### config.mk
export PLATFORM = sky130hd
export DESIGN_NAME = adc0804_responder_flat
export DESIGN_NICKNAME = d
export VERILOG_FILES = /design/src/rtl/adc0804_responder_pkg.sv /design/src/rtl/adc0804_responder_if.sv /design/src/rtl/adc0804_responder_sync_ff.sv /design/src/rtl/adc0804_responder.sv /design/src/flat_wrapper.sv
export SDC_FILE = /design/constraint.sdc
export NUM_CORES = 1
export LEC_CHECK = 0
export ABC_AREA = 1
export CAP_MARGIN = 20
export CORE_MARGIN = 10
export CORE_UTILIZATION = 30
export DETAILED_ROUTE_END_ITERATION = 8
export GPL_TIMING_DRIVEN = 0
export PLACE_DENSITY = 0.6
export SETUP_SLACK_MARGIN = 0.15
export SLEW_MARGIN = 30
export SYNTH_ARGS = -nofsm -noshare
export SYNTH_HDL_FRONTEND = slang
export SYNTH_SLANG_ARGS = --single-unit
### constraint.sdc
create_clock -name clk -period 1.6 [get_ports clk]
set_clock_uncertainty 0.2 [all_clocks]
set_input_delay 0.4 -clock clk [delete_from_list [all_inputs] [get_ports clk]]
set_output_delay 0.4 -clock clk [all_outputs]
set_load 0.02 [all_outputs]
### src/rtl/adc0804_responder_pkg.sv
// Shared definitions for the ADC0804-style responder: FSM encoding, default
// geometry and the saturating conversion-counter helper.
package adc0804_responder_pkg;

  typedef enum logic [1:0] {
    ST_IDLE    = 2'd0,
    ST_ARMED   = 2'd1,
    ST_CONVERT = 2'd2,
    ST_DONE    = 2'd3
  } state_e;

  localparam int DEF_DATA_W      = 8;
  localparam int DEF_CONV_CYCLES = 64;
  localparam int SYNC_STAGES_MIN = 2;
  localparam int CNT_W           = 8;

  // Counter never wraps: it parks at the conversion length.
  function automatic logic [CNT_W-1:0] sat_inc(input logic [CNT_W-1:0] v,
                                               input logic [CNT_W-1:0] lim);
    if (v >= lim) begin
      return lim;
    end else begin
      return v + 8'd1;
    end
  endfunction

endpackage

### src/rtl/adc0804_responder_if.sv
// Parallel ADC handshake bundle; the controller is the master, the
// converter (responder) is the slave.
interface adc0804_responder_if #(
  parameter int DATA_W = 8
);
  logic              cs_n;
  logic              wr_n;
  logic              rd_n;
  logic              adc_clk;
  logic [DATA_W-1:0] sample_in;
  logic              intr_n;
  logic [DATA_W-1:0] data_out;
  logic              data_oe;
  logic              busy;

  modport master (
    output cs_n, wr_n, rd_n, adc_clk, sample_in,
    input  intr_n, data_out, data_oe, busy
  );

  modport slave (
    input  cs_n, wr_n, rd_n, adc_clk, sample_in,
    output intr_n, data_out, data_oe, busy
  );
endinterface

### src/rtl/adc0804_responder_sync_ff.sv
// Multi-flop synchronizer for one asynchronous control pin, with a
// configurable reset level so strobes come out of reset inactive.
module sync_ff #(
  parameter int   STAGES  = 2,
  parameter logic RST_VAL = 1'b0
) (
  input  logic clk,
  input  logic rst_n,
  input  logic d_i,
  output logic q_o
);

  logic [STAGES-1:0] sr_q;

  // Shift the pin level through the synchronizer chain
  always_ff @(posedge clk or negedge rst_n) begin
    if (!rst_n) begin
      sr_q <= {STAGES{RST_VAL}};
    end else begin
      sr_q <= {sr_q[STAGES-2:0], d_i};
    end
  end

  assign q_o = sr_q[STAGES-1];

endmodule

### src/rtl/adc0804_responder.sv
// Device side of the cs_n/wr_n/rd_n/intr_n ADC handshake: arms on a write,
// latches the sample when wr_n returns high, counts adc_clk edges, then flags.
module adc0804_responder
  import adc0804_responder_pkg::*;
#(
  parameter int DATA_W      = DEF_DATA_W,
  parameter int CONV_CYCLES = DEF_CONV_CYCLES,
  parameter int SYNC_STAGES = SYNC_STAGES_MIN
) (
  input logic                clk,
  input logic                rst_n,
  adc0804_responder_if.slave bus
);

  localparam logic [CNT_W-1:0] CONV_CNT = CNT_W'(CONV_CYCLES);

  logic cs_s, wr_s, rd_s, adc_s;
  logic cs_prev_q, wr_prev_q, rd_prev_q, adc_prev_q;

  state_e            state_q;
  logic [CNT_W-1:0]  cnt_q;
  logic [DATA_W-1:0] hold_q;
  logic [DATA_W-1:0] result_q;
  logic [DATA_W-1:0] data_out_q;
  logic              data_oe_q;
  logic              intr_n_q;
  logic              busy_q;

  sync_ff #(.STAGES(SYNC_STAGES), .RST_VAL(1'b1)) u_sync_cs (
    .clk(clk), .rst_n(rst_n), .d_i(bus.cs_n), .q_o(cs_s)
  );
  sync_ff #(.STAGES(SYNC_STAGES), .RST_VAL(1'b1)) u_sync_wr (
    .clk(clk), .rst_n(rst_n), .d_i(bus.wr_n), .q_o(wr_s)
  );
  sync_ff #(.STAGES(SYNC_STAGES), .RST_VAL(1'b1)) u_sync_rd (
    .clk(clk), .rst_n(rst_n), .d_i(bus.rd_n), .q_o(rd_s)
  );
  sync_ff #(.STAGES(SYNC_STAGES), .RST_VAL(1'b0)) u_sync_adc (
    .clk(clk), .rst_n(rst_n), .d_i(bus.adc_clk), .q_o(adc_s)
  );

  // Previous synchronized levels for edge and window-transition detection
  always_ff @(posedge clk or negedge rst_n) begin
    if (!rst_n) begin
      cs_prev_q  <= 1'b1;
      wr_prev_q  <= 1'b1;
      rd_prev_q  <= 1'b1;
      adc_prev_q <= 1'b0;
    end else begin
      cs_prev_q  <= cs_s;
      wr_prev_q  <= wr_s;
      rd_prev_q  <= rd_s;
      adc_prev_q <= adc_s;
    end
  end

  logic wr_win, wr_win_prev, wr_open, wr_rise, cs_rise;
  logic rd_win, rd_win_prev, rd_open, adc_rise;

  assign wr_win      = ~cs_s & ~wr_s;
  assign wr_win_prev = ~cs_prev_q & ~wr_prev_q;
  assign wr_open     = wr_win & ~wr_win_prev;
  assign wr_rise     = wr_s & ~wr_prev_q;
  assign cs_rise     = cs_s & ~cs_prev_q;
  assign rd_win      = ~cs_s & ~rd_s;
  assign rd_win_prev = ~cs_prev_q & ~rd_prev_q;
  assign rd_open     = rd_win & ~rd_win_prev;
  assign adc_rise    = adc_s & ~adc_prev_q;

  // Conversion FSM with registered handshake outputs; later assignments win,
  // so a new write or a completion overrides the read-side intr_n release.
  always_ff @(posedge clk or negedge rst_n) begin
    if (!rst_n) begin
      state_q    <= ST_IDLE;
      cnt_q      <= 8'd0;
      hold_q     <= '0;
      result_q   <= '0;
      data_out_q <= '0;
      data_oe_q  <= 1'b0;
      intr_n_q   <= 1'b1;
      busy_q     <= 1'b0;
    end else begin
      data_oe_q <= rd_win;
      if (rd_win) begin
        data_out_q <= result_q;
      end
      if (rd_open) begin
        intr_n_q <= 1'b1;
      end

      if (wr_open) begin
        state_q  <= ST_ARMED;
        cnt_q    <= 8'd0;
        intr_n_q <= 1'b1;
        busy_q   <= 1'b1;
      end else begin
        case (state_q)
          ST_ARMED: begin
            if (wr_rise) begin
              state_q <= ST_CONVERT;
              hold_q  <= bus.sample_in;
              cnt_q   <= 8'd0;
            end else if (cs_rise) begin
              state_q <= ST_IDLE;
              busy_q  <= 1'b0;
            end
          end
          ST_CONVERT: begin
            if (cnt_q == CONV_CNT) begin
              state_q  <= ST_DONE;
              result_q <= hold_q;
              intr_n_q <= 1'b0;
              busy_q   <= 1'b0;
            end else if (adc_rise) begin
              cnt_q <= sat_inc(cnt_q, CONV_CNT);
            end
          end
          default: begin
            state_q <= state_q;
          end
        endcase
      end
    end
  end

  assign bus.intr_n   = intr_n_q;
  assign bus.data_out = data_out_q;
  assign bus.data_oe  = data_oe_q;
  assign bus.busy     = busy_q;

endmodule

### src/flat_wrapper.sv
// flat-port wrapper written by rule: the top's interface ports become plain ports
module adc0804_responder_flat import adc0804_responder_pkg::*;
#(
  parameter int DATA_W      = DEF_DATA_W,
  parameter int CONV_CYCLES = DEF_CONV_CYCLES,
  parameter int SYNC_STAGES = SYNC_STAGES_MIN
)
  (clk, rst_n, bus_cs_n, bus_wr_n, bus_rd_n, bus_adc_clk, bus_sample_in, bus_intr_n, bus_data_out, bus_data_oe, bus_busy);
  adc0804_responder_if #(.DATA_W(DATA_W)) bus_i ();
  input logic clk;
  input logic rst_n;
  input wire logic [$bits(bus_i.cs_n)-1:0] bus_cs_n;
  input wire logic [$bits(bus_i.wr_n)-1:0] bus_wr_n;
  input wire logic [$bits(bus_i.rd_n)-1:0] bus_rd_n;
  input wire logic [$bits(bus_i.adc_clk)-1:0] bus_adc_clk;
  input wire logic [$bits(bus_i.sample_in)-1:0] bus_sample_in;
  output wire logic [$bits(bus_i.intr_n)-1:0] bus_intr_n;
  output wire logic [$bits(bus_i.data_out)-1:0] bus_data_out;
  output wire logic [$bits(bus_i.data_oe)-1:0] bus_data_oe;
  output wire logic [$bits(bus_i.busy)-1:0] bus_busy;
  assign bus_i.cs_n = bus_cs_n;
  assign bus_i.wr_n = bus_wr_n;
  assign bus_i.rd_n = bus_rd_n;
  assign bus_i.adc_clk = bus_adc_clk;
  assign bus_i.sample_in = bus_sample_in;
  assign bus_intr_n = bus_i.intr_n;
  assign bus_data_out = bus_i.data_out;
  assign bus_data_oe = bus_i.data_oe;
  assign bus_busy = bus_i.busy;
  adc0804_responder #(.DATA_W(DATA_W), .CONV_CYCLES(CONV_CYCLES), .SYNC_STAGES(SYNC_STAGES)) u_core (.clk(clk), .rst_n(rst_n), .bus(bus_i));
endmodule
==> metrics.md <==
| Metric | Value |
|---|---|
| RSZ-0062 raised after global routing | `yes` |
| Critical path class | `reg -> reg` |
| Crit start category | `register` |
| Average wire per standard cell | `12.6 µm` |
| Io pins | `25` |
| CP Capture Type | `register` |
| Total length of routed wires | `about 4700 µm` |
| CP peak stage delay | `around 0.47 ns` |
| Power per Cell Area | `roughly 1200 mW/mm²` |
| Place WS | `-0.179 ns` |
| Die extent in y | `104 µm` |
| Slew at the pin with the worst max-slew slack | `between 0.6 and 0.7 ns` |
| Failing checks | `negative setup slack` |
| Min-Delay Path Class | `reg -> reg` |
| Starting Density | `a little under a third` |
| Crit-path cells | `nor2_4 -> nand2_2 -> nor2_4 -> nand2_4 -> buf_8 -> nand3_4 -> nand2_1 -> nand2_1` |
| Hold WS | `between 0.15 and 0.2 ns` |
| CTS Sinks | `49` |
| Final Non-Filler Cells | `between 300 and 400` |
| Combinational Power Share | `between 30% and 40%` |
| First-pass GRT wire length | `7680 µm` |
| Status | `complete, but fails checks` |
| Die width | `approximately 100 µm` |
| CTS clk-pin slew, worst paths | `0.09 ns` |
| Top-area cell type share of the netlist area | `between 40% and 50%` |
| CTS tree | `built` |
| Post-DRT Antenna Nets | `0` |
| Most frequent cell after synthesis | `nand2_1` |
| Pin count of the biggest net entering global routing | `50` |
| Area of the core | `between 0.006 and 0.007 mm²` |
| Crit path time final | `~1.6 ns` |
| DIE AREA | `around 0.011 mm²` |
| Clk_lat worst skew | `0.30 ns` |
| FP Rows | `30` |
| CTS Root Cell | `clkbuf_8` |
| Ratio of cells with drive above 1 in the final layout | `about 44%` |
| FFs w/ async S/R, synth | `100%` |
| Top_reg_cell synth | `dfrtp_1` |
| Via Count | `roughly 1600` |
| P_leak | `1.48 nW` |
| Peak VDD IR | `0.000666 V` |
| Max Root-Sink Buffers | `2` |
| Routability congestion estimate from global placement | `slightly below 0.8` |
| Sequential-to-total area share from yosys stat | `58.5%` |
| Grt total ovfl | `0` |
| Synthesized area per cell | `between 9 and 10 µm²` |
| Warnings, synthesis | `0` |
| Final Hold Fails | `0` |
| EDFF count, synth | `0` |
| Crit path buffers/inverters | `1` |
| Slowest-stage cell, CP | `dfrtp_1` |
| Drt pass-1 iters | `4` |
| Max Fclk | `~620 MHz` |
| Number of antenna violations at the first check in global routing | `0` |
| Post-synth top cells | `nand2_1, dfrtp_1, nand3_1, inv_1, dfstp_2` |
| Pint | `0.00236 W` |
| DRC viols | `0` |
| Num CTS Buffers | `5` |
| Syn Std Cell Area | `around 0.0021 mm²` |
| Critical path peak fanout | `6` |
| Final slew viol count | `0` |
| Layout area overhead | `46.0%` |
| Filler cells | `~660` |
| Synth cell types | `25` |
| Final worst slack | `-0.0170 ns` |
| Net count, final | `between 200 and 300` |
| Critical Path AT | `~1.7 ns` |
| Number of antenna repair diodes | `0` |
| Mapped Nets | `235` |
| Flop pwr share | `a little over two fifths` |
| HPWL Detailed | `2800 µm` |
| End-of-flow core utilization | `between 40% and 50%` |
| Max-Cap Viols | `0` |
| Post-DR vias/cell | `4.41` |
| Largest cells by area after synthesis | `dfrtp_1, nand2_1, dfstp_2` |
| Sw frac | `a little over a third` |
| Vias in the first global route | `~1600` |
| Iter 0 DRT Violations | `71` |
| Part of the power in the clock network | `20.0%` |
| Top delay family on crit path | `simple AND/OR/NAND/NOR gates` |
| Slew margin rel. | `approximately 60%` |
| Synth area leader | `dfrtp_1` |
| Psw | `roughly 0.0013 W` |
| # H-tree levels | `2` |
| Setup TNS | `-0.0803 ns` |
| GRT Total Usage | `approximately 8.3%` |
| Flops & latches, synth | `~50` |
| IO buf count | `24` |
| Final cycle utilization of the critical path | `101%` |
| CP required | `around 1.6 ns` |
| Post-Place Cells | `337` |
| Final setup viols | `7` |
| Mapped Cells | `217` |
worst paths after layout:
check                                          start                         to  slack, ns  depth (start not counted)
hold reg to reg            u_core.u_sync_adc.sr_q[0]  u_core.u_sync_adc.sr_q[1]       0.15                          0
max in group asynchronous                      rst_n            u_core.cnt_q[0]       0.33                          2
setup / recovery                     u_core.cnt_q[3]            u_core.cnt_q[1]      -0.02                          8
setup reg to reg                     u_core.cnt_q[3]            u_core.cnt_q[1]      -0.02                          8
hold / removal             u_core.u_sync_adc.sr_q[0]  u_core.u_sync_adc.sr_q[1]       0.15                          0
min in group asynchronous                      rst_n           u_core.hold_q[0]       0.45                          2
power by group through the flow:
| stage | Combinational, W | Sequential (W) | Clock [W] |
|---|---|---|---|
| after floorplan | 0.000581 | 0.00154 | 0 |
| after detailed placement | 0.000821 | 0.00154 | 0 |
| after global routing | 0.00152 | 0.00155 | 0.000800 |
| final | 0.00137 | 0.00153 | 0.000724 |
| after global placement | 0.000810 | 0.00154 | 0 |
| after CTS | 0.00109 | 0.00151 | 0.000742 |
cell families (layout without fill, tap and decap cells):
| kind of cell | after synthesis | in the layout | share of synthesized area (%) |
|---|---|---|---|
| buffers and inverters | 22 | 78 | 5.02 |
| AO/OA/AOI/OAI | 15 | 15 | 4.43 |
| flip-flops | 49 | 49 | 58.5 |
| multiplexers | 8 | 8 | 4.25 |
| adder cells (fa/ha/maj) | 4 | 4 | 2.36 |
| AND/OR/NAND/NOR | 119 | 120 | 25.5 |
placed cells by master, fill, tap and decap left out, types with 3 or more instances in the layout:
master,synthesis,routed
nand2_1,73,59
dfrtp_1,39,39
buf_6,3,21
buf_4,0,14
nand3_1,19,12
clkdlybuf4s50_1,0,12
nand2_4,0,11
dfstp_2,10,10
inv_1,18,9
nor2_4,3,8
nand2_2,5,8
mux2_4,0,8
nand3_2,0,7
nor2_1,9,7
inv_2,0,6
clkbuf_8,0,5
o21ai_2,0,3
clkinvlp_4,0,3
ha_4,0,3
through the flow:
step                      instance area (µm²)  total power, W
final                                    3090         0.00363
after global routing                     3090         0.00387
after CTS                                2800         0.00334
after detailed placement                 2500         0.00236
after global placement                   2510         0.00235
after floorplan                          2150         0.00212
worst register-to-register path, delay by kind of cell (launching register included):
| kind | cells | cell delay (ns) |
|---|---|---|
| AND/OR/NAND/NOR | 7 | 0.74 |
| flip-flops | 1 | 0.47 |
| buffers and inverters | 1 | 0.16 |
area by class of cell:
type	count	area (µm²)	area share, %
Buffer	4	48.8	1.58
Clock buffer	6	72.6	2.35
Clock inverter	2	15.0	0.485
Inverter	18	76.3	2.47
Multi-Input combinational cell	147	1030	33.4
Sequential cell	49	1240	40.0
Tap cell	96	120	3.88
Timing Repair Buffer	48	488	15.8
repair_timing:
action / 4_1_cts / 5_1_grt
buffers inserted: 16 / 4
cloned: 3 / 1
endpoints found under the hold margin: 39 / 0
gates resized for setup: 76 / 64
hold buffers: 1 / 0
endpoints found under the setup margin: 47 / 39
pin swaps: 10 / 13
state kept, by name, summed over array words and instances, names as in the netlist, 2 cells and up:
register                flops
u_core.u_sync_adc.sr_q      2
u_core.result_q             8
u_core.bus.data_out         8
u_core.u_sync_rd.sr_q       2
u_core.u_sync_wr.sr_q       2
u_core.hold_q               8
u_core.state_q              2
u_core.u_sync_cs.sr_q       2
u_core.cnt_q                8
routing by layer:
| layer | global-route usage (%) | share of wire [%] |
|---|---|---|
| met1 | 10.7 | 46 |
| met2 | 13.5 | 50 |
| met3 | 1.86 | 2.4 |
| met4 | 2.68 | 1.2 |
| met5 | 0 | 0 |
Power figures use the tool's default switching activity.
